==> config.mk <==
export PLATFORM = sky130hd
export DESIGN_NAME = clk_gen_flat
export DESIGN_NICKNAME = d
export VERILOG_FILES = /design/src/rtl/clk_gen_if.sv /design/src/rtl/clk_gen.sv /design/src/flat_wrapper.sv
export SDC_FILE = /design/constraint.sdc
export NUM_CORES = 1
export LEC_CHECK = 0
export ABC_CLOCK_PERIOD_IN_PS = 6700
export BUFFER_PORTS_ARGS = -buffer_cell sky130_fd_sc_hd__buf_4
export CORE_MARGIN = 2
export CORE_UTILIZATION = 55
export DETAILED_ROUTE_END_ITERATION = 8
export PLACE_DENSITY = 0.83
export SLEW_MARGIN = 25
export SYNTH_ARGS = -nofsm -noshare
export SYNTH_HDL_FRONTEND = slang
export SYNTH_SLANG_ARGS = --single-unit
==> constraint.sdc <==
create_clock -name inclk0 -period 6.7 [get_ports inclk0]
set_clock_uncertainty 0.2 [all_clocks]
set_input_delay 1.005 -clock inclk0 [delete_from_list [all_inputs] [get_ports inclk0]]
set_output_delay 1.005 -clock inclk0 [all_outputs]
set_load 0.02 [all_outputs]
==> src/rtl/clk_gen_if.sv <==
// ---------------------------------------------------------------------------
// clk_gen_if
// Reconfiguration request channel for clk_gen. A requester raises cfg_valid
// with a target channel and divide value and holds them until cfg_ready.
//
// Signals:
//   cfg_valid  requester -> clk_gen   reconfiguration request
//   cfg_ready  clk_gen -> requester   request accepted this cycle when high
//   cfg_ch     requester -> clk_gen   target channel index
//   cfg_div    requester -> clk_gen   new divide value D (0 disables)
//   cfg_phase  requester -> clk_gen   start count for the new divider,
//                                     present only with CLK_GEN_PHASE_EN
//
// Optional feature macro: CLK_GEN_PHASE_EN
// ---------------------------------------------------------------------------
interface clk_gen_if #(
    parameter int NCH  = 2,
    parameter int DIVW = 8
);
    localparam int CHW = (NCH > 1) ? $clog2(NCH) : 1;

    logic            cfg_valid;
    logic            cfg_ready;
    logic [CHW-1:0]  cfg_ch;
    logic [DIVW-1:0] cfg_div;
`ifdef CLK_GEN_PHASE_EN
    logic [DIVW-1:0] cfg_phase;
`endif

    modport master (
`ifdef CLK_GEN_PHASE_EN
        output cfg_phase,
`endif
        output cfg_valid,
        output cfg_ch,
        output cfg_div,
        input  cfg_ready
    );

    modport slave (
`ifdef CLK_GEN_PHASE_EN
        input  cfg_phase,
`endif
        input  cfg_valid,
        input  cfg_ch,
        input  cfg_div,
        output cfg_ready
    );
endinterface

==> src/rtl/clk_gen.sv <==
// ---------------------------------------------------------------------------
// clk_gen
// Multi-channel programmable clock-enable / divided-clock generator running
// entirely in the inclk0 domain. Each channel counts 0..D-1 and produces a
// one-cycle ce pulse plus a 50% duty divided clock c of period 2*D. Divide
// values can be changed at run time, one channel at a time, without glitching
// the other channels; the new value is applied at the target's next wrap.
//
// Ports:
//   inclk0   input          single clock
//   rst      input          synchronous active-high reset
//   cfg      clk_gen_if     reconfiguration handshake (slave side)
//   ce       output [NCH]   per-channel one-cycle clock-enable pulse
//   c        output [NCH]   per-channel divided clock
//   locked   output         all channels stable and configuration idle
//
// Optional feature macro: CLK_GEN_PHASE_EN adds cfg_phase, used as the start
// count of the reconfigured channel (ignored when not below the new D).
// ---------------------------------------------------------------------------
module clk_gen #(
    parameter int NCH         = 2,
    parameter int DIVW        = 8,
    parameter int DEFAULT_DIV = 2,
    parameter int LOCK_CYCLES = 16
) (
    input  logic           inclk0,
    input  logic           rst,
    clk_gen_if.slave       cfg,
    output logic [NCH-1:0] ce,
    output logic [NCH-1:0] c,
    output logic           locked
);
    localparam int CHW = (NCH > 1) ? $clog2(NCH) : 1;
    localparam int LCW = (LOCK_CYCLES > 1) ? $clog2(LOCK_CYCLES) : 1;

    localparam logic [CHW:0]    NCH_LIM   = (CHW + 1)'(NCH);
    localparam logic [DIVW-1:0] DIV_RST   = DIVW'(DEFAULT_DIV);
    localparam logic [LCW-1:0]  LOCK_LAST = LCW'(LOCK_CYCLES - 1);

    typedef enum logic [1:0] {
        LOCKING,
        IDLE,
        PENDING
    } state_t;

    state_t          state_q, state_d;
    logic [LCW-1:0]  lock_cnt_q, lock_cnt_d;

    logic [CHW-1:0]  sh_ch_q, sh_ch_d;
    logic [DIVW-1:0] sh_div_q, sh_div_d;
`ifdef CLK_GEN_PHASE_EN
    logic [DIVW-1:0] sh_phase_q, sh_phase_d;
`endif

    logic [DIVW-1:0] div_q [NCH];
    logic [DIVW-1:0] div_d [NCH];
    logic [DIVW-1:0] cnt_q [NCH];
    logic [DIVW-1:0] cnt_d [NCH];
    logic [NCH-1:0]  ce_q, ce_d;
    logic [NCH-1:0]  c_q, c_d;

    logic [NCH-1:0]  wrap;
    logic            apply_now;
    logic [DIVW-1:0] start_cnt;

    // A channel wraps when its counter reaches D-1; disabled channels never wrap.
    always_comb begin
        for (int i = 0; i < NCH; i++) begin
            wrap[i] = (div_q[i] != '0) && (cnt_q[i] == div_q[i] - 1'b1);
        end
    end

    // Count value the reconfigured channel restarts from.
`ifdef CLK_GEN_PHASE_EN
    assign start_cnt = (sh_phase_q < sh_div_q) ? sh_phase_q : '0;
`else
    assign start_cnt = '0;
`endif

    // Per-channel divider datapath. The target channel switches to the
    // shadow divide value on the cycle it would wrap anyway, so the period in
    // flight completes cleanly (its final ce pulse / c toggle still happens).
    always_comb begin
        apply_now = 1'b0;
        ce_d      = '0;
        c_d       = '0;
        for (int i = 0; i < NCH; i++) begin
            div_d[i] = div_q[i];
            cnt_d[i] = '0;
            if (div_q[i] != '0) begin
                cnt_d[i] = wrap[i] ? '0 : cnt_q[i] + 1'b1;
                ce_d[i]  = wrap[i];
                c_d[i]   = c_q[i] ^ wrap[i];
            end
            if ((state_q == PENDING) && (sh_ch_q == CHW'(i)) &&
                ((div_q[i] == '0) || wrap[i])) begin
                apply_now = 1'b1;
                div_d[i]  = sh_div_q;
                if (sh_div_q == '0) begin
                    cnt_d[i] = '0;
                    ce_d[i]  = 1'b0;
                    c_d[i]   = 1'b0;
                end else begin
                    cnt_d[i] = start_cnt;
                end
            end
        end
    end

    // Control FSM: settle for LOCK_CYCLES, accept one request in IDLE, then
    // wait in PENDING until the target channel reaches a safe switch point.
    // Requests for channels that do not exist are consumed without effect.
    always_comb begin
        state_d    = state_q;
        lock_cnt_d = lock_cnt_q;
        sh_ch_d    = sh_ch_q;
        sh_div_d   = sh_div_q;
`ifdef CLK_GEN_PHASE_EN
        sh_phase_d = sh_phase_q;
`endif
        case (state_q)
            LOCKING: begin
                if (lock_cnt_q == LOCK_LAST) begin
                    state_d    = IDLE;
                    lock_cnt_d = '0;
                end else begin
                    lock_cnt_d = lock_cnt_q + 1'b1;
                end
            end
            IDLE: begin
                if (cfg.cfg_valid && ({1'b0, cfg.cfg_ch} < NCH_LIM)) begin
                    sh_ch_d  = cfg.cfg_ch;
                    sh_div_d = cfg.cfg_div;
`ifdef CLK_GEN_PHASE_EN
                    sh_phase_d = cfg.cfg_phase;
`endif
                    state_d  = PENDING;
                end
            end
            PENDING: begin
                if (apply_now) begin
                    state_d    = LOCKING;
                    lock_cnt_d = '0;
                end
            end
            default: begin
                state_d    = LOCKING;
                lock_cnt_d = '0;
            end
        endcase
    end

    // State and datapath registers; reset discards any pending request.
    always_ff @(posedge inclk0) begin
        if (rst) begin
            state_q    <= LOCKING;
            lock_cnt_q <= '0;
            sh_ch_q    <= '0;
            sh_div_q   <= '0;
`ifdef CLK_GEN_PHASE_EN
            sh_phase_q <= '0;
`endif
            ce_q       <= '0;
            c_q        <= '0;
            for (int i = 0; i < NCH; i++) begin
                div_q[i] <= DIV_RST;
                cnt_q[i] <= '0;
            end
        end else begin
            state_q    <= state_d;
            lock_cnt_q <= lock_cnt_d;
            sh_ch_q    <= sh_ch_d;
            sh_div_q   <= sh_div_d;
`ifdef CLK_GEN_PHASE_EN
            sh_phase_q <= sh_phase_d;
`endif
            ce_q       <= ce_d;
            c_q        <= c_d;
            for (int i = 0; i < NCH; i++) begin
                div_q[i] <= div_d[i];
                cnt_q[i] <= cnt_d[i];
            end
        end
    end

    assign cfg.cfg_ready = (state_q == IDLE);
    assign locked        = (state_q == IDLE);
    assign ce            = ce_q;
    assign c             = c_q;
endmodule

==> src/flat_wrapper.sv <==
// flat-port wrapper written by rule: the top's interface ports become plain ports
module clk_gen_flat 
#(
    parameter int NCH         = 2,
    parameter int DIVW        = 8,
    parameter int DEFAULT_DIV = 2,
    parameter int LOCK_CYCLES = 16
)
  (inclk0, rst, ce, c, locked, cfg_cfg_valid, cfg_cfg_ch, cfg_cfg_div, cfg_cfg_ready);
  clk_gen_if #(.NCH(NCH), .DIVW(DIVW)) cfg_i ();
  input  logic inclk0;
  input  logic rst;
  output logic [NCH-1:0] ce;
  output logic [NCH-1:0] c;
  output logic locked;
  input wire logic [$bits(cfg_i.cfg_valid)-1:0] cfg_cfg_valid;
  input wire logic [$bits(cfg_i.cfg_ch)-1:0] cfg_cfg_ch;
  input wire logic [$bits(cfg_i.cfg_div)-1:0] cfg_cfg_div;
  output wire logic [$bits(cfg_i.cfg_ready)-1:0] cfg_cfg_ready;
  assign cfg_i.cfg_valid = cfg_cfg_valid;
  assign cfg_i.cfg_ch = cfg_cfg_ch;
  assign cfg_i.cfg_div = cfg_cfg_div;
  assign cfg_cfg_ready = cfg_i.cfg_ready;
  clk_gen #(.NCH(NCH), .DIVW(DIVW), .DEFAULT_DIV(DEFAULT_DIV), .LOCK_CYCLES(LOCK_CYCLES)) u_core (.inclk0(inclk0), .rst(rst), .cfg(cfg_i), .ce(ce), .c(c), .locked(locked));
endmodule
==> summary.txt, run 1 <==
Outcome
  • Outcome: completed

Final layout
  • Layout Nets: 316
  • Leading cell type in the layout, fill and taps excluded: sky130_fd_sc_hd__dfxtp_1
  • Diodes inserted: 0
  • Area overhead of the layout relative to synthesis: 8.79%
  • Proportion of layout cells with a drive suffix above 1: 9.03%
  • Commonest non-fill, non-tap cells in the layout: sky130_fd_sc_hd__dfxtp_1, sky130_fd_sc_hd__nand2_1, sky130_fd_sc_hd__nor2_1

Hold path
  • Worst min-delay path endpoint: u_core.sh_ch_q$_SDFFE_PP0P_
  • Start point of the worst min-delay path: u_core.sh_ch_q$_SDFFE_PP0P_
  • Worst Hold Class: register to register
  • Hold path cells: 2

STA
  • Max-slew violation total from the final report: 0
  • Shortest period the worst path allows: 2.97 ns
  • Count of endpoints failing setup in the final report: 0
  • Max Freq: 336 MHz
  • Setup repair after global routing missed its margin: no
  • Transition time of the tightest slew-check pin: about 0.9 ns
  • Worst setup slack after layout: 3.73 ns
  • Smallest hold slack: approximately 0.27 ns
  • Setup Total Neg Slack: 0 ns
  • Relative slew slack: 39.3%
  • Hold violation count in the final report: 0
  • Fin crit share: around 44%

Floorplanning
  • Starting density of the core: between 50% and 60%
  • IO Pins: 18
  • Die ar.: 5080 um2
  • Row count: 24
  • Placeable core region: 4350 um2
  • Die Y-Extent: 71.3 um
  • Width of the chip: 71.3 um

Critical path
  • CP max-delay cell: sky130_fd_sc_hd__nor2b_1
  • Endpoint of the lowest-slack register-to-register path: u_core.div_q[0][11]$_SDFFE_PP0P_
  • Reg2reg start: u_core.div_q[0][8]$_SDFFE_PP0P_
  • Kind of start point of the critical path: register
  • Required time at the endpoint of the critical path: between 5 and 6 ns
  • Critical path fanouts, max: 15
  • Endpoint kind of the worst setup timing path: primary output
  • Data arrival time of the critical path: 1.77 ns
  • Setup slack of the most critical reg-to-reg path: 3.80 ns
  • Cells on worst reg2reg path: 8
  • Crit Path Class: register to primary output
  • Biggest cell delay along the critical path: 0.76 ns
  • Cell chain of the critical path: nor2b_1 > buf_4

Place
  • GPL Wtd Cong: 0.799
  • Worst slack at placement: around 3.8 ns
  • Count of port buffers added during placement: 17
  • Detailed placer's ending HPWL: about 3.5 mm

Clocking
  • Clock transition at the register clock pins on the worst setup and hold paths after CTS: 0.09 ns
  • Hold-fix buffer count after cts: 0
  • Buffer cell driving the clock tree root: sky130_fd_sc_hd__clkbuf_8
  • Post-CTS setup buffer count: 0
  • CTS tree: built
  • Clock buffer depth: 2
  • Clock latency at the later pin of the worst-skew pair: around 0.31 ns
  • Clock sink count: 51
  • Max H-tree Level: 2
  • Clock buffers created by TritonCTS: 5
  • Number of instances resized during post-cts repair: 0

Yosys
  • Count of warnings emitted by yosys: 0
  • Synth Register Bits: 51
  • Avg Inst Size Synth: between 8 and 9 um2
  • Number of unique standard cell types used by synthesis: 39
  • Net Count, Synth: between 300 and 400
  • Part of the Yosys area used for sequential elements: 41.0%
  • Share of flip-flops with an asynchronous set or reset: 0%
  • Post-synthesis instance area: between 2000 and 2500 um2
  • Gate count of the mapped netlist: 286
  • Count of flip-flops with a built-in enable after synthesis: 0
  • Most frequently used flop master after synthesis: sky130_fd_sc_hd__dfxtp_1

Routing
  • Post-DRT Antenna Nets: 0
  • DR iter-0 viols: 63
  • Number of detailed-route iterations in the first pass: 4
  • Detailed-route wire length per cell: 13.6 um
  • Per-cell via count in the routed design: 5.90
  • Final Routed Wirelength: around 4.8 mm
  • Vias post-DR: 2071
  • Remaining DRCs: 0

Power and ir drop
  • Maximum resistive drop on vdd: 178 uV
  • Static power due to leakage: 1.06 nW
  • Power per Cell Area: 206 nW/um2
  • Final total power: 0.000559 W

Global routing
  • Global-route wire length before repair: around 8.3 mm
  • Antenna violations before repair: 0
  • Pin count of the biggest net entering global routing: 24
  • Grt ovf: 0
  • GRT Util Overall: between 20% and 30%
  • Number of global-route vias before repair: about 1.9k

Run
  • Max Cap Viol: 0
==> cells by family (layout without fill, tap and decap cells) <==
family | Yosys count | count (layout) | synth area share (%)
AOI/OAI and AO/OA | 42 | 42 | 11.8
xor gates and xnor gates | 35 | 35 | 12.3
adders and majority gates | 6 | 6 | 3.01
buffers and inverters | 20 | 33 | 3.82
DFF | 51 | 51 | 41.0
muxes | 14 | 14 | 5.63
and+or+nand+nor | 118 | 118 | 22.5
==> through the flow <==
step | cell area (um2) | utilization (%) | cells
floorplan | 2490 | - | 286
global placement | 2620 | 60.1 | 343
finish | 2710 | 62.2 | 351
global route | 2710 | 62.2 | 351
detailed placement | 2620 | 60.1 | 343
CTS | 2710 | 62.2 | 351
==> critical path, delay by kind of cell (launching register included) <==
kind | cells | cell delay (ns)
buf+inv | 1 | 0.28
flops | 1 | 0.43
simple gates | 1 | 0.76
==> area by class of cell <==
cell class                 instances  area (um2)
fill                             353        1650
multi-input combinational        215        1370
sequential                        51        1020
timing repair buffer              17         128
clock buffer                       5        68.8
tap                               52        65.1
inverter                           8        30.0
clock inverter                     3        22.5
==> registers in the layout, summed over array words and instances, names as in the netlist <==
| signal | flops |
|---|---|
| u_core.c | 2 |
| u_core.ce | 2 |
| u_core.cnt_q | 16 |
| u_core.div_q | 16 |
| u_core.lock_cnt_q | 4 |
| u_core.sh_ch_q | 1 |
| u_core.sh_div_q | 8 |
| u_core.state_q | 2 |
==> power breakdown <==
group	total (W)	switching (W)	internal, W
logic	0.0000536	0.0000301	0.0000235
registers	0.000323	0.0000111	0.000312
clock network	0.000183	0.000107	0.0000757
total	0.000559	0.000148	0.000411
==> cell usage after synthesis (all sizes together), types with 2 or more instances <==
cell type / number / area share [%]
dfxtp: 51 / 41
nand2: 33 / 5.0
nor2: 30 / 4.5
nand3: 22 / 4.4
xor2: 22 / 7.7
a21oi: 16 / 3.7
mux2i: 14 / 5.6
xnor2: 13 / 4.6
clkbuf: 8 / 1.2
inv: 8 / 1.2
and3: 7 / 1.8
ha: 6 / 3.0
nor3: 6 / 1.2
a311oi: 5 / 1.8
nor4: 5 / 1.3
buf: 4 / 1.4
nand3b: 4 / 1.2
o21ai: 4 / 0.80
nand4: 3 / 0.75
o211ai: 3 / 0.90
a2111oi: 2 / 0.70
a31oi: 2 / 0.50
a41oi: 2 / 0.70
o31ai: 2 / 0.60
or3: 2 / 0.50
or4: 2 / 0.60
==> metal layers <==
layer / routed length, um / vias to the layer above / GRT usage, %
met4: 157 / 0 / 10.7
met2: 2360 / 46 / 34.1
li1: - / 1034 / -
met1: 2060 / 977 / 24.4
met3: 180 / 14 / 4.92
met5: 0 / - / 0
==> worst max-delay path by stage <==
stage / from / end / slack [ns] / cells after the start
2_1_floorplan: u_core.div_q[0][8]$_SDFFE_PP0P_ / u_core.div_q[0][10]$_SDFFE_PP0P_ / 4.07 / 9
3_5_place_dp: u_core.div_q[0][8]$_SDFFE_PP0P_ / u_core.div_q[0][11]$_SDFFE_PP0P_ / 3.81 / 8
5_1_grt: u_core.state_q[0]$_SDFFE_PP0P_ / locked / 3.55 / 2
4_1_cts: u_core.state_q[0]$_SDFFE_PP0P_ / locked / 3.74 / 2
6_report: u_core.state_q[0]$_SDFFE_PP0P_ / locked / 3.73 / 2
3_3_place_gp: u_core.div_q[0][8]$_SDFFE_PP0P_ / u_core.div_q[0][8]$_SDFFE_PP0P_ / 3.92 / 8
Power figures use the tool's default switching activity.
==> inputs of run 2 (changes only) <==
--- a/config.mk
+++ b/config.mk
@@ -5,12 +5,13 @@
 export SDC_FILE = /design/constraint.sdc
 export NUM_CORES = 1
 export LEC_CHECK = 0
-export ABC_CLOCK_PERIOD_IN_PS = 6700
+export ABC_AREA = 1
+export ABC_CLOCK_PERIOD_IN_PS = 2600
 export BUFFER_PORTS_ARGS = -buffer_cell sky130_fd_sc_hd__buf_4
 export CORE_MARGIN = 2
-export CORE_UTILIZATION = 55
+export CORE_UTILIZATION = 54
 export DETAILED_ROUTE_END_ITERATION = 8
-export PLACE_DENSITY = 0.83
+export PLACE_DENSITY = 0.84
 export SLEW_MARGIN = 25
 export SYNTH_ARGS = -nofsm -noshare
 export SYNTH_HDL_FRONTEND = slang
==> constraint.sdc (replaced) <==
create_clock -name inclk0 -period 2.6 [get_ports inclk0]
set_clock_uncertainty 0.2 [all_clocks]
set_input_delay 0.39 -clock inclk0 [delete_from_list [all_inputs] [get_ports inclk0]]
set_output_delay 0.39 -clock inclk0 [all_outputs]
set_load 0.02 [all_outputs]
==> run 2 against run 1 <==
Effect of this change: core utilization is 0.066 points higher; sequential power grew to 2.8 times the previous value; via count is 9.0% higher; setup slack worse by 3.4 ns; final cell count is 27% higher; area after synthesis is 6.7% higher; routed wire length is 8.1% higher; largest power group unchanged; worst hold slack worse by 0.15 ns; flip-flop and latch count stayed put; die area is 8.2% higher.
==> summary.txt, run 2 <==
Outcome
  • Outcome: completed

Clocking
  • Clock latency at the later pin of the worst-skew pair: 0.31 ns
  • Number of instances resized during post-cts repair: 0
  • Clock buffers created by TritonCTS: 5
  • Max H-tree Level: 2
  • CTS tree: built
  • Clock sink count: approximately 50
  • Post-CTS setup buffer count: 0
  • Hold-fix buffer count after cts: 0
  • Clock transition at the register clock pins on the worst setup and hold paths after CTS: 0.09 ns
  • Clock buffer depth: 2
  • Buffer cell driving the clock tree root: sky130_fd_sc_hd__clkbuf_8

Critical path
  • Endpoint kind of the worst setup timing path: register
  • Biggest cell delay along the critical path: roughly 0.38 ns
  • Kind of start point of the critical path: register
  • Setup slack of the most critical reg-to-reg path: 0.38 ns
  • Cell chain of the critical path: inv_2 > ha_1 > inv_1 > nand2_1 > nand2_1 > nand2_1 > nand2_1 > nand3_1 > nor2_1 > nand4_2 > nand2_4 > nand3_4 > o21ai_0 > a21oi_1
  • Reg2reg start: u_core.div_q[0][8]$_SDFFE_PP0P_
  • Launch point of the critical path: u_core.div_q[0][8]$_SDFFE_PP0P_
  • Data arrival time of the critical path: 2.24 ns
  • Required time at the endpoint of the critical path: 2.61 ns
  • Critical path fanouts, max: 12
  • CP max-delay cell: sky130_fd_sc_hd__dfxtp_1
  • Crit Path Class: register to register
  • Most Frequent Cell on Critical Path: sky130_fd_sc_hd__nand2_1

Routing
  • Remaining DRCs: 0
  • DR iter-0 viols: 55
  • Detailed-route wire length per cell: 11.5 um
  • Post-DRT Antenna Nets: 0
  • Final Routed Wirelength: 5.14 mm
  • Per-cell via count in the routed design: 5.05
  • Vias post-DR: 2258
  • Number of detailed-route iterations in the first pass: 7

Yosys
  • Post-synthesis cell type with the largest combined area: sky130_fd_sc_hd__dfxtp_1
  • Net Count, Synth: 379
  • Synth Register Bits: slightly above 50
  • Most frequently used flop master after synthesis: sky130_fd_sc_hd__dfxtp_1
  • Number of unique standard cell types used by synthesis: 35
  • Part of the Yosys area used for sequential elements: 38.4%
  • Gate count of the mapped netlist: 361
  • Count of flip-flops with a built-in enable after synthesis: 0
  • Leading post-synthesis cells by cell area: sky130_fd_sc_hd__dfxtp_1, sky130_fd_sc_hd__nand2_1, sky130_fd_sc_hd__inv_1
  • Most instantiated cells after synthesis: sky130_fd_sc_hd__nand2_1, sky130_fd_sc_hd__dfxtp_1, sky130_fd_sc_hd__inv_1, sky130_fd_sc_hd__nor2_1, sky130_fd_sc_hd__a21oi_1
  • Post-synthesis instance area: approximately 2700 um2
  • Count leader, synth: sky130_fd_sc_hd__nand2_1
  • Count of warnings emitted by yosys: 0
  • Yosys top cell area share: roughly 38%
  • Avg Inst Size Synth: 7.36 um2
  • Share of flip-flops with an asynchronous set or reset: 0%

Final layout
  • Diodes inserted: 0
  • Area of all placed cells without fillers: ~3000 um2
  • Layout Nets: just under 400
  • Area overhead of the layout relative to synthesis: 10.7%
  • Proportion of layout cells with a drive suffix above 1: 16.6%
  • Biggest registers after layout: u_core.cnt_q (16), u_core.div_q (16), u_core.sh_div_q (8)
  • Commonest non-fill, non-tap cells in the layout: sky130_fd_sc_hd__nand2_1, sky130_fd_sc_hd__dfxtp_1, sky130_fd_sc_hd__inv_1
  • Leading cell type in the layout, fill and taps excluded: sky130_fd_sc_hd__nand2_1

STA
  • Worst setup slack after layout: 0.376 ns
  • Smallest hold slack: 0.123 ns
  • Shortest period the worst path allows: 2.22 ns
  • Max Freq: between 400 and 500 MHz
  • Fin crit share: between 80 and 90%
  • Setup Total Neg Slack: 0 ns
  • Count of endpoints failing setup in the final report: 0
  • Max-slew violation total from the final report: 0
  • Transition time of the tightest slew-check pin: 0.493 ns
  • Relative slew slack: 67.0%
  • Setup repair after global routing missed its margin: no
  • Hold violation count in the final report: 0

Power and ir drop
  • Maximum resistive drop on vdd: about 600 uV
  • Switching pwr: 0.000538 W
  • Static power due to leakage: approximately 1.3 nW
  • Clock network fraction of total power: about a third
  • Internal power of the cells: 0.00131 W
  • Part of the power in combinational logic: between 10% and 20%
  • Power per Cell Area: 627 nW/um2
  • Switching part of the total power: between 20% and 30%
  • Final total power: between 0.0015 and 0.002 W
  • Power share of the sequential group: between 40% and 50%

Floorplanning
  • IO Pins: 18
  • Width of the chip: 74.1 um
  • Row count: 25
  • Placeable core region: 4720 um2
  • Die Y-Extent: 74.1 um
  • Starting density of the core: 56.2%
  • Die ar.: ~5500 um2

Hold path
  • Worst Hold Class: input pin to register
  • Start point of the worst min-delay path: rst

Place
  • Detailed placer's ending HPWL: 3.99 mm
  • Count of port buffers added during placement: 17
  • Worst slack at placement: 0.376 ns
  • Area after DPL: 2820 um2
  • GPL Wtd Cong: 0.858

Global routing
  • Global-route wire length before repair: 8.87 mm
  • Number of global-route vias before repair: 2137
  • GRT Util Overall: 21.2%
  • Pin count of the biggest net entering global routing: 26
  • Antenna violations before repair: 0
  • Grt ovf: 0

Run
  • Max Cap Viol: 0
run 2: cell types whose count changed in the layout (fill, tap and decap cells not counted), moves of 7 or more:
cell and delta:
sky130_fd_sc_hd__inv_1 +36, sky130_fd_sc_hd__nand2_1 +33, sky130_fd_sc_hd__o21ai_0 +15, sky130_fd_sc_hd__mux2i_1 -14, sky130_fd_sc_hd__a21oi_1 +13, sky130_fd_sc_hd__xor2_1 -10
sky130_fd_sc_hd__nor2_1 +8, sky130_fd_sc_hd__and3_1 -7, sky130_fd_sc_hd__xnor2_1 -7
run 2: through the flow:
step           utilization [%]  instances
2_1_floorplan                -        361
3_3_place_gp              59.7        439
3_5_place_dp              59.7        439
4_1_cts                   62.3        447
5_1_grt                   62.3        447
6_report                  62.3        447
run 2: final cells by class:
type / instances / area (um2)
Inverter: 51 / 194
Tap cell: 67 / 83.8
Multi-Input combinational cell: 252 / 1390
Timing Repair Buffer: 18 / 135
Fill cell: 422 / 1780
Clock inverter: 2 / 38.8
Clock buffer: 6 / 82.6
Sequential cell: 51 / 1020
run 2: cells by family (layout without fill, tap and decap cells):
family                   count (synthesis)  in the layout  share of synthesized area [%]
AND/OR/NAND/NOR                        165            165                           30.2
AO/OA/AOI/OAI                           63             63                           13.2
buffers and inverters                   58             77                           9.37
flip-flops                              51             51                           38.4
XOR/XNOR                                18             18                           5.93
adder cells (fa/ha/maj)                  6              6                           2.83
run 2: power groups by stage:
stage | sequential, W | combinational [W] | clock [W]
5_1_grt | 0.000914 | 0.000399 | 0.000629
2_1_floorplan | 0.000935 | 0.000235 | 0
6_report | 0.000904 | 0.000350 | 0.000592
4_1_cts | 0.000904 | 0.000354 | 0.000599
3_3_place_gp | 0.000920 | 0.000342 | 0
3_5_place_dp | 0.000923 | 0.000352 | 0
run 2: final timing paths:
check,depth (start not counted),to
min reg2reg,2,u_core.lock_cnt_q[3]$_SDFFE_PP0P_
max,14,u_core.div_q[0][8]$_SDFFE_PP0P_
max reg2reg,14,u_core.div_q[0][8]$_SDFFE_PP0P_
min,2,u_core.state_q[0]$_SDFFE_PP0P_
run 2: layer usage:
layer	global-route usage, %	wire [um]
met4	7.27	65
met5	0	0
met2	38.2	2550
met1	24.0	2270
met3	5.83	252
run 2: worst max-delay path, delay by kind of cell (launching register included):
kind            cells  cell delay (ns)
compound gates      2             0.25
simple gates        9             0.84
buf+inv             2             0.18
fa+ha+maj           1             0.26
flops               1             0.38
